File: src/rtl/iob_wishbone2iob_pipe_if.sv
// iob_wishbone2iob_pipe_if: signal bundle between a pipelined Wishbone master,
// the bridge, and the IOb slave behind it.
// slave modport  = the bridge's view (Wishbone slave side + IOb master side).
// master modport = the environment's view (Wishbone master + IOb slave).
interface iob_wishbone2iob_pipe_if #(
  parameter int ADDR_W = 32,
  parameter int DATA_W = 32
);
  // Wishbone request side
  logic [ADDR_W-1:0]   wb_addr_i;
  logic [DATA_W/8-1:0] wb_select_i;
  logic                wb_we_i;
  logic                wb_cyc_i;
  logic                wb_stb_i;
  logic [DATA_W-1:0]   wb_data_i;
  // Wishbone response side
  logic                wb_stall_o;
  logic                wb_ack_o;
  logic                wb_error_o;
  logic [DATA_W-1:0]   wb_data_o;
  // IOb side
  logic                valid_o;
  logic [ADDR_W-1:0]   address_o;
  logic [DATA_W-1:0]   wdata_o;
  logic [DATA_W/8-1:0] wstrb_o;
  logic [DATA_W-1:0]   rdata_i;
  logic                ready_i;

  modport slave (
    input  wb_addr_i, wb_select_i, wb_we_i, wb_cyc_i, wb_stb_i, wb_data_i,
    input  rdata_i, ready_i,
    output wb_stall_o, wb_ack_o, wb_error_o, wb_data_o,
    output valid_o, address_o, wdata_o, wstrb_o
  );

  modport master (
    output wb_addr_i, wb_select_i, wb_we_i, wb_cyc_i, wb_stb_i, wb_data_i,
    output rdata_i, ready_i,
    input  wb_stall_o, wb_ack_o, wb_error_o, wb_data_o,
    input  valid_o, address_o, wdata_o, wstrb_o
  );
endinterface

File: src/rtl/iob_wishbone2iob_pipe.sv
// iob_wishbone2iob_pipe: pipelined Wishbone slave to IOb master bridge.
// Accepted requests queue in a DEPTH-entry FIFO; the head drives the IOb bus and
// each IOb completion returns a registered ack one clock later, in request order.
// Optional macro IOB_WB2IOB_TIMEOUT_EN: a head stuck without ready_i for
// 2^TIMEOUT_W-1 cycles is dropped and answered with wb_error_o instead of wb_ack_o.
module iob_wishbone2iob_pipe #(
  parameter int ADDR_W    = 32,
  parameter int DATA_W    = 32,
  parameter int DEPTH     = 4,
  parameter int TIMEOUT_W = 8
) (
  input logic clk_i,
  input logic arst_i,
  iob_wishbone2iob_pipe_if.slave bus
);
  localparam int SEL_W = DATA_W / 8;
  localparam int PTR_W = $clog2(DEPTH);
  localparam int CNT_W = $clog2(DEPTH + 1);
  localparam logic [CNT_W-1:0] CNT_FULL = CNT_W'(DEPTH);

  // Elaboration-time parameter sanity checks
  if (DEPTH < 2 || (DEPTH & (DEPTH - 1)) != 0) begin : g_bad_depth
    $error("DEPTH must be a power of two >= 2");
  end
  if (DATA_W % 8 != 0) begin : g_bad_data_w
    $error("DATA_W must be a multiple of 8");
  end
  if (TIMEOUT_W < 2) begin : g_bad_timeout_w
    $error("TIMEOUT_W must be >= 2");
  end

  // Request FIFO storage (occupancy is tracked separately, so no reset needed)
  logic [ADDR_W-1:0] fifo_addr [DEPTH];
  logic [DATA_W-1:0] fifo_data [DEPTH];
  logic [SEL_W-1:0]  fifo_sel  [DEPTH];
  logic              fifo_we   [DEPTH];

  logic [PTR_W-1:0]  wr_ptr_reg, rd_ptr_reg;
  logic [CNT_W-1:0]  fifo_cnt_reg;
  logic [CNT_W-1:0]  outstanding_reg;
  logic              ack_reg, err_reg;
  logic [DATA_W-1:0] rdata_reg;

  logic stall, accept, head_valid, valid, complete, pop, retire, to_fire, head_we;

  // Outstanding counts until the master has seen the response, which keeps the
  // FIFO level at or below DEPTH even with a same-cycle push and pop.
  assign stall      = (outstanding_reg == CNT_FULL);
  assign accept     = bus.wb_cyc_i & bus.wb_stb_i & ~stall;
  assign head_valid = (fifo_cnt_reg != '0);
  assign head_we    = fifo_we[rd_ptr_reg];
  assign complete   = valid & bus.ready_i;
  assign pop        = complete | to_fire;
  assign retire     = (ack_reg | err_reg) & (outstanding_reg != '0);

`ifdef IOB_WB2IOB_TIMEOUT_EN
  localparam logic [TIMEOUT_W-1:0] TO_LAST = {{(TIMEOUT_W-1){1'b1}}, 1'b0};
  logic [TIMEOUT_W-1:0] to_cnt_reg;
  logic                 drop_reg;

  // Fire on the cycle the stall count reaches its terminal value.
  assign to_fire = valid & ~bus.ready_i & (to_cnt_reg == TO_LAST);
  assign valid   = head_valid & ~drop_reg;

  // Stuck-ready timer; valid_o is masked for one cycle after a timeout pop
  always_ff @(posedge clk_i or posedge arst_i) begin
    if (arst_i) begin
      to_cnt_reg <= '0;
      drop_reg   <= 1'b0;
    end else begin
      drop_reg <= to_fire;
      if (!bus.wb_cyc_i || pop) begin
        to_cnt_reg <= '0;
      end else if (valid && !bus.ready_i) begin
        to_cnt_reg <= to_cnt_reg + 1'b1;
      end
    end
  end
`else
  assign to_fire = 1'b0;
  assign valid   = head_valid;
`endif

  // Write accepted requests at the tail slot
  always_ff @(posedge clk_i) begin
    if (accept) begin
      fifo_addr[wr_ptr_reg] <= bus.wb_addr_i;
      fifo_data[wr_ptr_reg] <= bus.wb_data_i;
      fifo_sel[wr_ptr_reg]  <= bus.wb_select_i;
      fifo_we[wr_ptr_reg]   <= bus.wb_we_i;
    end
  end

  // FIFO pointers and level; dropping wb_cyc_i flushes everything queued
  always_ff @(posedge clk_i or posedge arst_i) begin
    if (arst_i) begin
      wr_ptr_reg   <= '0;
      rd_ptr_reg   <= '0;
      fifo_cnt_reg <= '0;
    end else if (!bus.wb_cyc_i) begin
      wr_ptr_reg   <= '0;
      rd_ptr_reg   <= '0;
      fifo_cnt_reg <= '0;
    end else begin
      if (accept) wr_ptr_reg <= wr_ptr_reg + 1'b1;
      if (pop)    rd_ptr_reg <= rd_ptr_reg + 1'b1;
      case ({accept, pop})
        2'b10:   fifo_cnt_reg <= fifo_cnt_reg + 1'b1;
        2'b01:   fifo_cnt_reg <= fifo_cnt_reg - 1'b1;
        default: fifo_cnt_reg <= fifo_cnt_reg;
      endcase
    end
  end

  // Outstanding request counter driving wb_stall_o
  always_ff @(posedge clk_i or posedge arst_i) begin
    if (arst_i) begin
      outstanding_reg <= '0;
    end else if (!bus.wb_cyc_i) begin
      outstanding_reg <= '0;
    end else begin
      case ({accept, retire})
        2'b10:   outstanding_reg <= outstanding_reg + 1'b1;
        2'b01:   outstanding_reg <= outstanding_reg - 1'b1;
        default: outstanding_reg <= outstanding_reg;
      endcase
    end
  end

  // Registered Wishbone response; completions seen while the cycle is dropped are discarded
  always_ff @(posedge clk_i or posedge arst_i) begin
    if (arst_i) begin
      ack_reg   <= 1'b0;
      err_reg   <= 1'b0;
      rdata_reg <= '0;
    end else begin
      ack_reg   <= complete & bus.wb_cyc_i;
      err_reg   <= to_fire & bus.wb_cyc_i;
      rdata_reg <= (complete && bus.wb_cyc_i && !head_we) ? bus.rdata_i : '0;
    end
  end

  assign bus.wb_stall_o = stall;
  assign bus.wb_ack_o   = ack_reg;
  assign bus.wb_error_o = err_reg;
  assign bus.wb_data_o  = rdata_reg;
  assign bus.valid_o    = valid;
  assign bus.address_o  = fifo_addr[rd_ptr_reg];
  assign bus.wdata_o    = fifo_data[rd_ptr_reg];
  assign bus.wstrb_o    = head_we ? fifo_sel[rd_ptr_reg] : '0;
endmodule

File: src/flat_wrapper.sv
// flat-port wrapper written by rule: the top's interface ports become plain ports
module iob_wishbone2iob_pipe_flat 
#(
  parameter int ADDR_W    = 32,
  parameter int DATA_W    = 32,
  parameter int DEPTH     = 4,
  parameter int TIMEOUT_W = 8
)
  (clk_i, arst_i, bus_wb_addr_i, bus_wb_select_i, bus_wb_we_i, bus_wb_cyc_i, bus_wb_stb_i, bus_wb_data_i, bus_rdata_i, bus_ready_i, bus_wb_stall_o, bus_wb_ack_o, bus_wb_error_o, bus_wb_data_o, bus_valid_o, bus_address_o, bus_wdata_o, bus_wstrb_o);
  iob_wishbone2iob_pipe_if #(.ADDR_W(ADDR_W), .DATA_W(DATA_W)) bus_i ();
  input logic clk_i;
  input logic arst_i;
  input wire logic [$bits(bus_i.wb_addr_i)-1:0] bus_wb_addr_i;
  input wire logic [$bits(bus_i.wb_select_i)-1:0] bus_wb_select_i;
  input wire logic [$bits(bus_i.wb_we_i)-1:0] bus_wb_we_i;
  input wire logic [$bits(bus_i.wb_cyc_i)-1:0] bus_wb_cyc_i;
  input wire logic [$bits(bus_i.wb_stb_i)-1:0] bus_wb_stb_i;
  input wire logic [$bits(bus_i.wb_data_i)-1:0] bus_wb_data_i;
  input wire logic [$bits(bus_i.rdata_i)-1:0] bus_rdata_i;
  input wire logic [$bits(bus_i.ready_i)-1:0] bus_ready_i;
  output wire logic [$bits(bus_i.wb_stall_o)-1:0] bus_wb_stall_o;
  output wire logic [$bits(bus_i.wb_ack_o)-1:0] bus_wb_ack_o;
  output wire logic [$bits(bus_i.wb_error_o)-1:0] bus_wb_error_o;
  output wire logic [$bits(bus_i.wb_data_o)-1:0] bus_wb_data_o;
  output wire logic [$bits(bus_i.valid_o)-1:0] bus_valid_o;
  output wire logic [$bits(bus_i.address_o)-1:0] bus_address_o;
  output wire logic [$bits(bus_i.wdata_o)-1:0] bus_wdata_o;
  output wire logic [$bits(bus_i.wstrb_o)-1:0] bus_wstrb_o;
  assign bus_i.wb_addr_i = bus_wb_addr_i;
  assign bus_i.wb_select_i = bus_wb_select_i;
  assign bus_i.wb_we_i = bus_wb_we_i;
  assign bus_i.wb_cyc_i = bus_wb_cyc_i;
  assign bus_i.wb_stb_i = bus_wb_stb_i;
  assign bus_i.wb_data_i = bus_wb_data_i;
  assign bus_i.rdata_i = bus_rdata_i;
  assign bus_i.ready_i = bus_ready_i;
  assign bus_wb_stall_o = bus_i.wb_stall_o;
  assign bus_wb_ack_o = bus_i.wb_ack_o;
  assign bus_wb_error_o = bus_i.wb_error_o;
  assign bus_wb_data_o = bus_i.wb_data_o;
  assign bus_valid_o = bus_i.valid_o;
  assign bus_address_o = bus_i.address_o;
  assign bus_wdata_o = bus_i.wdata_o;
  assign bus_wstrb_o = bus_i.wstrb_o;
  iob_wishbone2iob_pipe #(.ADDR_W(ADDR_W), .DATA_W(DATA_W), .DEPTH(DEPTH), .TIMEOUT_W(TIMEOUT_W)) u_core (.clk_i(clk_i), .arst_i(arst_i), .bus(bus_i));
endmodule
File: config.mk
export PLATFORM = sky130hd
export DESIGN_NAME = iob_wishbone2iob_pipe_flat
export DESIGN_NICKNAME = d
export VERILOG_FILES = /design/src/rtl/iob_wishbone2iob_pipe_if.sv /design/src/rtl/iob_wishbone2iob_pipe.sv /design/src/flat_wrapper.sv
export SDC_FILE = /design/constraint.sdc
export NUM_CORES = 1
export LEC_CHECK = 0
export CORE_MARGIN = 5
export CORE_UTILIZATION = 53
export DETAILED_ROUTE_END_ITERATION = 10
export GPL_TIMING_DRIVEN = 1
export PLACE_DENSITY_LB_ADDON = 0.1
export SYNTH_ARGS = -nofsm -noshare
export SYNTH_HDL_FRONTEND = slang
export SYNTH_SLANG_ARGS = --single-unit
File: constraint.sdc
create_clock -name clk_i -period 5.2 [get_ports clk_i]
set_clock_uncertainty 0.15 [all_clocks]
set_input_delay 1.56 -clock clk_i [delete_from_list [all_inputs] [get_ports clk_i]]
set_output_delay 1.56 -clock clk_i [all_outputs]
set_load 0.01 [all_outputs]
==> run summary, run 1 <==
Layout net count: 855. The largest single stage delay on the critical path is 0.66 ns. The register-to-register setup slack was 2.79 ns.

The die covers 25,200 um2. The post-cts hold buffer count is 0. At the end of routability-driven placement, the weighted congestion stood at 0.792.

Global routing used 17.9% of the available tracks. The tools report the insertion delay to the later sink of the worst-skew pair as 0.54 ns. After clock tree synthesis, the setup repair step added 0 buffers. For this design the static power due to leakage is 5.18 nW. Summing all multi-input logic gate instances after layout gives 2260 um2. For this run, design rule violations remaining after detail routing come to 0. The fraction of the cycle the final worst path needs was 85.0%; the synthesis-to-layout area growth was 30.1%. The worst register-to-register path ends at u_core.fifo_data[3][18]. The pre-antenna-repair detailed-routing pass consisted of 5 iterations.

The critical path contains buffers and inverters numbering 2 combined. Entering global routing, the biggest net connects 49 pins. The run gives 3.49 ns as the critical path required time.

The count of cells along the worst register-to-register path came out at 4. The worst setup path is launched from a register. The critical path goes through buf_4, mux4_2, clkdlybuf4s50_1. The run gives 0.000298 V as the maximum vdd drop. The initial antenna violation count was 2; the height of the die was 159 um. For the maximum clock insertion buffer count, the log shows 3. Detailed placement ended at an HPWL of 14.2 mm. The clock transition at the register clock pins on the worst setup and hold paths after CTS is 0.06 ns, and the post-route minimum period is 4.42 ns.

During synthesis, Yosys emitted a total of 0 warnings. The run gives 22.7 mm as the final routed wirelength across all metal layers. The final route contains 5,686 vias.

CTS placed an instance of sky130_fd_sc_hd__clkbuf_16 at the clock tree root. For the via count of the first global-routing pass, the log shows 6,272. The wire length per cell after detailed routing was 21.6 um. Timing would allow up to 226 MHz. Mean post-synth cell area: 23.0 um2. After layout, the design draws a total of 6.53 mW. The tools report the synthesized instance count as 511.

The run finished with clean final reports. The transition at the pin with the smallest max-transition slack was 0.794 ns. The most critical setup path has its endpoint at bus_wdata_o[1]. In this run the critical register-to-register path is launched from u_core.outstanding_reg[2]. The register area came out at 9370 um2. The worst max-slew margin expressed relative to the limit was 47.0%; the final hold violation count was 0. The final worst hold slack was 0.460 ns; the count of boundary I/O pins was 210. Counting flops and latches in the post-synthesis netlist gives 319. The dominant delay contributor by cell family on the critical path is buffers and inverters. The initial utilization of the core area, before any placement, comes to 53.8%.

Once the clock tree was built, the resizer swapped 0 gates to a different size. Kind of path behind the tightest hold check: register to register. The sequential-to-total area share from yosys stat was 79.7%; the instance count on the critical path was 3. The count of buffers inserted at the top-level ports works out to 208.

The number of max-slew violations in the final report was 0. Setup repair after global routing left no endpoint under its margin. The fill cell instance count of the final layout is 1,371, and the aggregate negative setup slack is 0 ns. For this run the aggregate overflow at the end of global routing stands at 0. The maximum fanout along the worst path is 18. Width of the die: 159 um. TritonCTS built the clock tree.

The tree built by TritonCTS fans out to 319 sinks. The count of nets left with antenna violations once routing finished came out at 0. The critical path in this run is classified as register to output port.

The post-synthesis instance area is 11,700 um2, and the net count after synthesis is 623. The netlist uses 34 different library cells. DRC marker count from the first detailed-route iteration: 359.

Kind of capture point of the worst setup path: an output port. The critical path starts at u_core.rd_ptr_reg[0]. Slowest stage cell on the critical path: sky130_fd_sc_hd__dfrtp_4. The global-route wire length before repair came out at 36.1 mm. In this run the standard cell core region covers 21,800 um2. The tools report the standard-cell row count as 54. The final antenna diode count was 0. In the final layout, the share of cells above drive strength 1 is 18.1%. At the worst endpoint, the arrival time is 2.71 ns.

Number of levels the H-tree was split into: 1. The tool flagged a number of max-cap violations equal to 0. Buffers inserted during clock tree synthesis total 31. Setup violations remaining at the end of the flow were counted as 0.

Areal power density over the cells: 427 nW/um2. Using the TritonRoute via totals, the vias-per-cell ratio works out to 5.43.
logic make-up after synthesis:
| kind of cell | share of synthesized area (%) |
|---|---|
| AO/OA/AOI/OAI | 0.650 |
| multiplexers | 13.6 |
| AND/OR/NAND/NOR | 3.67 |
| buffers and inverters | 1.15 |
| adder cells (fa/ha/maj) | 0.767 |
| other | 0.0319 |
| flip-flops | 79.7 |
| XOR/XNOR | 0.447 |
synthesized netlist by cell type:
library cell,count,area [um2]
sky130_fd_sc_hd__o21ai_0,4,20.0
sky130_fd_sc_hd__edfxtp_1,276,8290
sky130_fd_sc_hd__nor2_1,3,11.3
sky130_fd_sc_hd__inv_1,3,11.3
sky130_fd_sc_hd__a221oi_1,1,8.76
sky130_fd_sc_hd__buf_4,1,7.51
sky130_fd_sc_hd__o221ai_1,1,8.76
sky130_fd_sc_hd__nor3b_2,1,12.5
sky130_fd_sc_hd__and3b_1,1,8.76
sky130_fd_sc_hd__o31ai_1,2,15.0
sky130_fd_sc_hd__nor2b_4,1,13.8
sky130_fd_sc_hd__a21oi_1,1,5.00
sky130_fd_sc_hd__nand2_1,9,33.8
sky130_fd_sc_hd__or3_1,1,6.26
sky130_fd_sc_hd__nor4b_1,1,8.76
sky130_fd_sc_hd__nor2b_1,2,12.5
sky130_fd_sc_hd__and2_1,46,288
sky130_fd_sc_hd__buf_6,4,45.0
sky130_fd_sc_hd__buf_2,9,45.0
sky130_fd_sc_hd__mux4_2,69,1550
sky130_fd_sc_hd__nand2b_1,3,18.8
sky130_fd_sc_hd__fa_1,2,40.0
sky130_fd_sc_hd__or2_2,1,6.26
sky130_fd_sc_hd__ha_1,4,50.1
sky130_fd_sc_hd__o211a_1,1,10.0
sky130_fd_sc_hd__dfrtp_1,43,1080
sky130_fd_sc_hd__nand3_1,1,5.00
sky130_fd_sc_hd__mux2i_1,4,40.0
sky130_fd_sc_hd__o31a_1,1,8.76
sky130_fd_sc_hd__xor2_1,1,8.76
sky130_fd_sc_hd__nor2_2,1,6.26
sky130_fd_sc_hd__xnor2_1,5,43.8
sky130_fd_sc_hd__clkbuf_1,7,26.3
sky130_fd_sc_hd__conb_1,1,3.75
layer usage:
metal	GRT usage (%)	wire length (um)
met5	0	27
met4	4.07	461
met3	4.54	1710
met2	30.3	11500
met1	24.0	8940
per-stage QoR:
stage / setup slack [ns] / util, % / instance area, um2 / instances
finish: 0.781 / 70.0 / 15300 / 1047
global route: 0.595 / 70.0 / 15300 / 1047
CTS: 0.699 / 70.0 / 15300 / 1047
detailed placement: 1.13 / 65.2 / 14200 / 990
global placement: 1.18 / 65.2 / 14200 / 990
floorplan: 1.09 / - / 11700 / 511
worst reg2reg max path, stage by stage (launching register included):
cell and delay [ns]:
sky130_fd_sc_hd__dfrtp_1 0.44, sky130_fd_sc_hd__nor3b_2 0.21, sky130_fd_sc_hd__nor2_2 0.35, sky130_fd_sc_hd__and2_4 0.57, sky130_fd_sc_hd__buf_12 0.35
power by group:
part           internal (mW)  total (mW)  switching, mW
clock                   1.38        2.27          0.889
sequential              2.92        3.02         0.0936
combinational          0.731        1.24          0.504
total                   5.04        6.53           1.49
cell usage in the layout (no fill, tap or decap), drive strengths merged, types with 2 or more instances in the layout:
cell type	count
nand2b	3
o31ai	2
clkbuf	40
clkinv	9
fa	2
xnor2	5
inv	4
bufinv	5
ha	4
nor2b	3
dfrtp	43
o21ai	4
and2	46
mux2i	4
nor2	4
clkdlybuf4s50	208
edfxtp	276
nand2	9
clkinvlp	2
mux4	69
buf	12
worst min path at each step:
| stage | to | depth (start not counted) | start |
|---|---|---|---|
| after global routing | u_core.wr_ptr_reg[1] | 2 | u_core.wr_ptr_reg[1] |
| final | u_core.wr_ptr_reg[1] | 2 | u_core.wr_ptr_reg[1] |
| after detailed placement | u_core.fifo_cnt_reg[2] | 2 | u_core.fifo_cnt_reg[2] |
| after global placement | u_core.wr_ptr_reg[1] | 2 | u_core.wr_ptr_reg[1] |
| after CTS | u_core.wr_ptr_reg[1] | 2 | u_core.wr_ptr_reg[1] |
| after floorplan | u_core.fifo_cnt_reg[2] | 2 | u_core.fifo_cnt_reg[2] |
area by class of cell:
cell class	instances	area share (%)
clock buffers	40	5.49
clock inverters	17	1.41
inverters	3	0.0737
multi-input cells	168	14.8
flip-flops and latches	319	61.3
well taps	280	2.29
repair buffers	220	14.6
(Power assumes the default switching activity.)
==> run 2: changes to the inputs <==
CORE_UTILIZATION = 52   (was 53)
clock period = 4.5 ns   (was 5.2 ns; I/O delays follow)
==> run 2 against run 1 <==
  * Critical path type unchanged
  * Routed wire length grew 0.22%
  * Utilization shrank 1.7 points
  * Sequential power grew 15%
  * First-iteration DRC count shrank 16%
  * Register-to-register slack lost 0.63 ns
  * Cell area grew 0.25%
  * Total power grew 15%
  * Highest routed layer is now met4
  * Die area grew 1.8%
==> run summary, run 2 (synthesis gave the netlist of run 1 again) <==
The maximum clock insertion buffer count is 3. Across all hold checks on the routed design, the worst slack comes to 0.455 ns. The run gives 0 as the final antenna diode count. The max-capacitance violation count is 0, and the synthesis-to-layout area growth is 30.4%. For this design the static power due to leakage is 5.20 nW. The run gives 0.55 ns as the insertion delay to the later sink of the worst-skew pair. Counting both buffers and inverters, the worst setup path holds a total of 2. The height of the die is 160 um. The number of hold buffers added after CTS was 0. For the number of max-slew violations in the final report, the log shows 0. After detailed routing, the number of vias per cell comes to 5.39. After clock tree synthesis, the setup repair step added 0 buffers. The width of the die is 160 um. The region available for standard cell placement spans 22,400 um2. The tools report the routed via count as 5,676. Prior to clock tree synthesis, the placed netlist has a worst setup slack of 0.778 ns. The via count of the first global-routing pass came out at 6,183.

The non-filler instance count after layout is 1,053, and the data arrival at the endpoint of the critical path is 2.69 ns. The run gives 0 as the initial antenna violation count. For the HPWL after detailed placement, the log shows 14.3 mm.

In this design, the stage delay of the slowest critical-path cell is 0.70 ns. For this design the ratio of total power to cell area is 491 nW/um2. The largest individual stage delay along the critical path comes from the cell sky130_fd_sc_hd__dfrtp_4.

In the layout the commonest cells are 276 x sky130_fd_sc_hd__edfxtp_1, 208 x sky130_fd_sc_hd__clkdlybuf4s50_1, 69 x sky130_fd_sc_hd__mux4_2. Walking the worst path, the cells encountered are buf_12, mux4_2, clkdlybuf4s50_1. The post-route minimum period was 4.19 ns.

The final hold violation count was 0. The maximum number of pins on one net before global-route repair is 47, and the worst max-slew margin expressed relative to the limit is 47.9%. The kind of capture point of the worst setup path is an output port.

The count of buffers inserted at the top-level ports is 208. Setup repair after global routing left no endpoint under its margin. The global-route wire length before repair is 35.9 mm. TritonCTS built the clock tree. The startpoint kind of the worst setup timing path is a register. The worst setup path is of the register to output port kind. Clock tree synthesis inserted a total of 31 buffers. Counting the fill cells in the layout gives 1,413. Once routing completed, OpenROAD measured the worst setup slack at 0.310 ns. For the pin with the worst max-slew slack, the measured transition is 0.781 ns. At the end of routability-driven placement, the weighted congestion stood at 0.768. After the first detailed-routing iteration, the DRC count stood at 301.

After detailed routing, the number of remaining DRC violations is 0. The die outline area is 25,700 um2. Setup violations remaining at the end of the flow were counted as 0. After detailed placement, the total cell area comes to 14,300 um2.

Counting tap cells, the placed design contains a total of 998 instances. The net count of the finished layout is 858. The clock tree root buffer cell is sky130_fd_sc_hd__clkbuf_16. The final design area excluding fillers is 15,300 um2.

The layout cell share with drive strength beyond 1 came out at 18.1%. For the total clock sinks, the log shows 319. The path class of the tightest hold or removal check is register to register. The fraction of the cycle the final worst path needs is 93.1%, and the achievable frequency is 239 MHz.

The run gives 0 as the overall overflow remaining after global route. The floorplan has 55 rows. In this design, the largest share of critical-path delay is due to buffers and inverters.

After clock tree synthesis, the clock-pin slew on the worst setup and hold paths is 0.07 ns. Most common cell after layout, fill and taps aside: sky130_fd_sc_hd__edfxtp_1. IR analysis of the VDD net gives a maximum drop of 0.000419 V. The flow ran to the end, and the final reports show no timing, DRC or antenna violations. The aggregate negative setup slack is 0 ns.

STA puts the critical path data required time at 3.00 ns. The number of levels the H-tree was split into was 1. Post-CTS repair changed the size of 0 cells. The post-detailed-route count of antenna-violating nets is 0, and the aggregate global-route resource usage is 17.9%. 210 I/O pins were placed. Maximum fanout along the worst path: 30.

The wire length per cell after detailed routing was 21.6 um; the number of iterations in the first detailed-routing pass was 5. After detailed routing, the total wire length is 22.7 mm. The starting density of the core came out at 52.4%.
## run 2: cell types whose count changed in the layout (fill, tap and decap cells not counted)
cell                         change
sky130_fd_sc_hd__clkinvlp_4      -2
sky130_fd_sc_hd__clkinv_4        +4
sky130_fd_sc_hd__clkinv_1        +2
sky130_fd_sc_hd__clkbuf_8        -3
sky130_fd_sc_hd__clkbuf_1        -1
sky130_fd_sc_hd__clkinv_2        -2
sky130_fd_sc_hd__buf_12          +3
## run 2: per-stage QoR
| stage | total power [mW] | util, % |
|---|---|---|
| 3_5_place_dp | 5.01 | 63.7 |
| 2_1_floorplan | 4.28 | - |
| 4_1_cts | 7.62 | 68.3 |
| 5_1_grt | 7.83 | 68.3 |
| 6_report | 7.52 | 68.3 |
| 3_3_place_gp | 4.99 | 63.7 |
## run 2: final timing paths
check / cells past startpoint / endpoint / start / slack [ns]
worst min register to register: 2 / u_core.wr_ptr_reg[1] / u_core.wr_ptr_reg[1] / 0.46
worst max register to register: 7 / u_core.fifo_cnt_reg[2] / u_core.outstanding_reg[2] / 2.16
worst min-delay path: 2 / u_core.wr_ptr_reg[1] / u_core.wr_ptr_reg[1] / 0.46
worst max-delay path: 3 / bus_wdata_o[1] / u_core.rd_ptr_reg[0] / 0.31
min in group asynchronous: 2 / u_core.outstanding_reg[1] / arst_i / 1.10
max in group asynchronous: 3 / u_core.bus.wb_data_o[4] / arst_i / 2.30
## run 2: cell type report
cell class / count / area (um2) / area share, %
multi-input combinational: 168 / 2260 / 14.7
clock buffer: 36 / 795 / 5.19
tap: 285 / 357 / 2.33
timing repair buffer: 223 / 2290 / 15.0
sequential: 319 / 9370 / 61.2
inverter: 3 / 11.3 / 0.0735
clock inverter: 19 / 233 / 1.52
## run 2: tightest hold or removal path: stages, from the launching register on
cell                      delay (ns)
sky130_fd_sc_hd__dfrtp_1        0.41
sky130_fd_sc_hd__nand2_1        0.08
sky130_fd_sc_hd__o21ai_0        0.07
## run 2: report_power, final
| part | internal [mW] | switching (mW) | leakage, nW | total (mW) |
|---|---|---|---|---|
| combinational | 0.853 | 0.590 | 1.60 | 1.44 |
| sequential | 3.38 | 0.106 | 3.09 | 3.48 |
| clock | 1.55 | 1.05 | 0.503 | 2.60 |
| total | 5.78 | 1.75 | 5.20 | 7.52 |
## run 2: per-layer routing
layer | share of wire, % | GRT usage (%) | vias to the layer above
li1 | - | - | 2535
met1 | 43 | 24.6 | 2877
met2 | 49 | 29.4 | 223
met3 | 6.6 | 4.23 | 41
met4 | 2.2 | 4.46 | 0
met5 | 0 | 0 | -
==> run 3: changes to the inputs <==
ABC_CLOCK_PERIOD_IN_PS = 4500   (was not set)
==> results of run 3 <==
No change in the layout: final DEF, timing and power equal those of run 2.
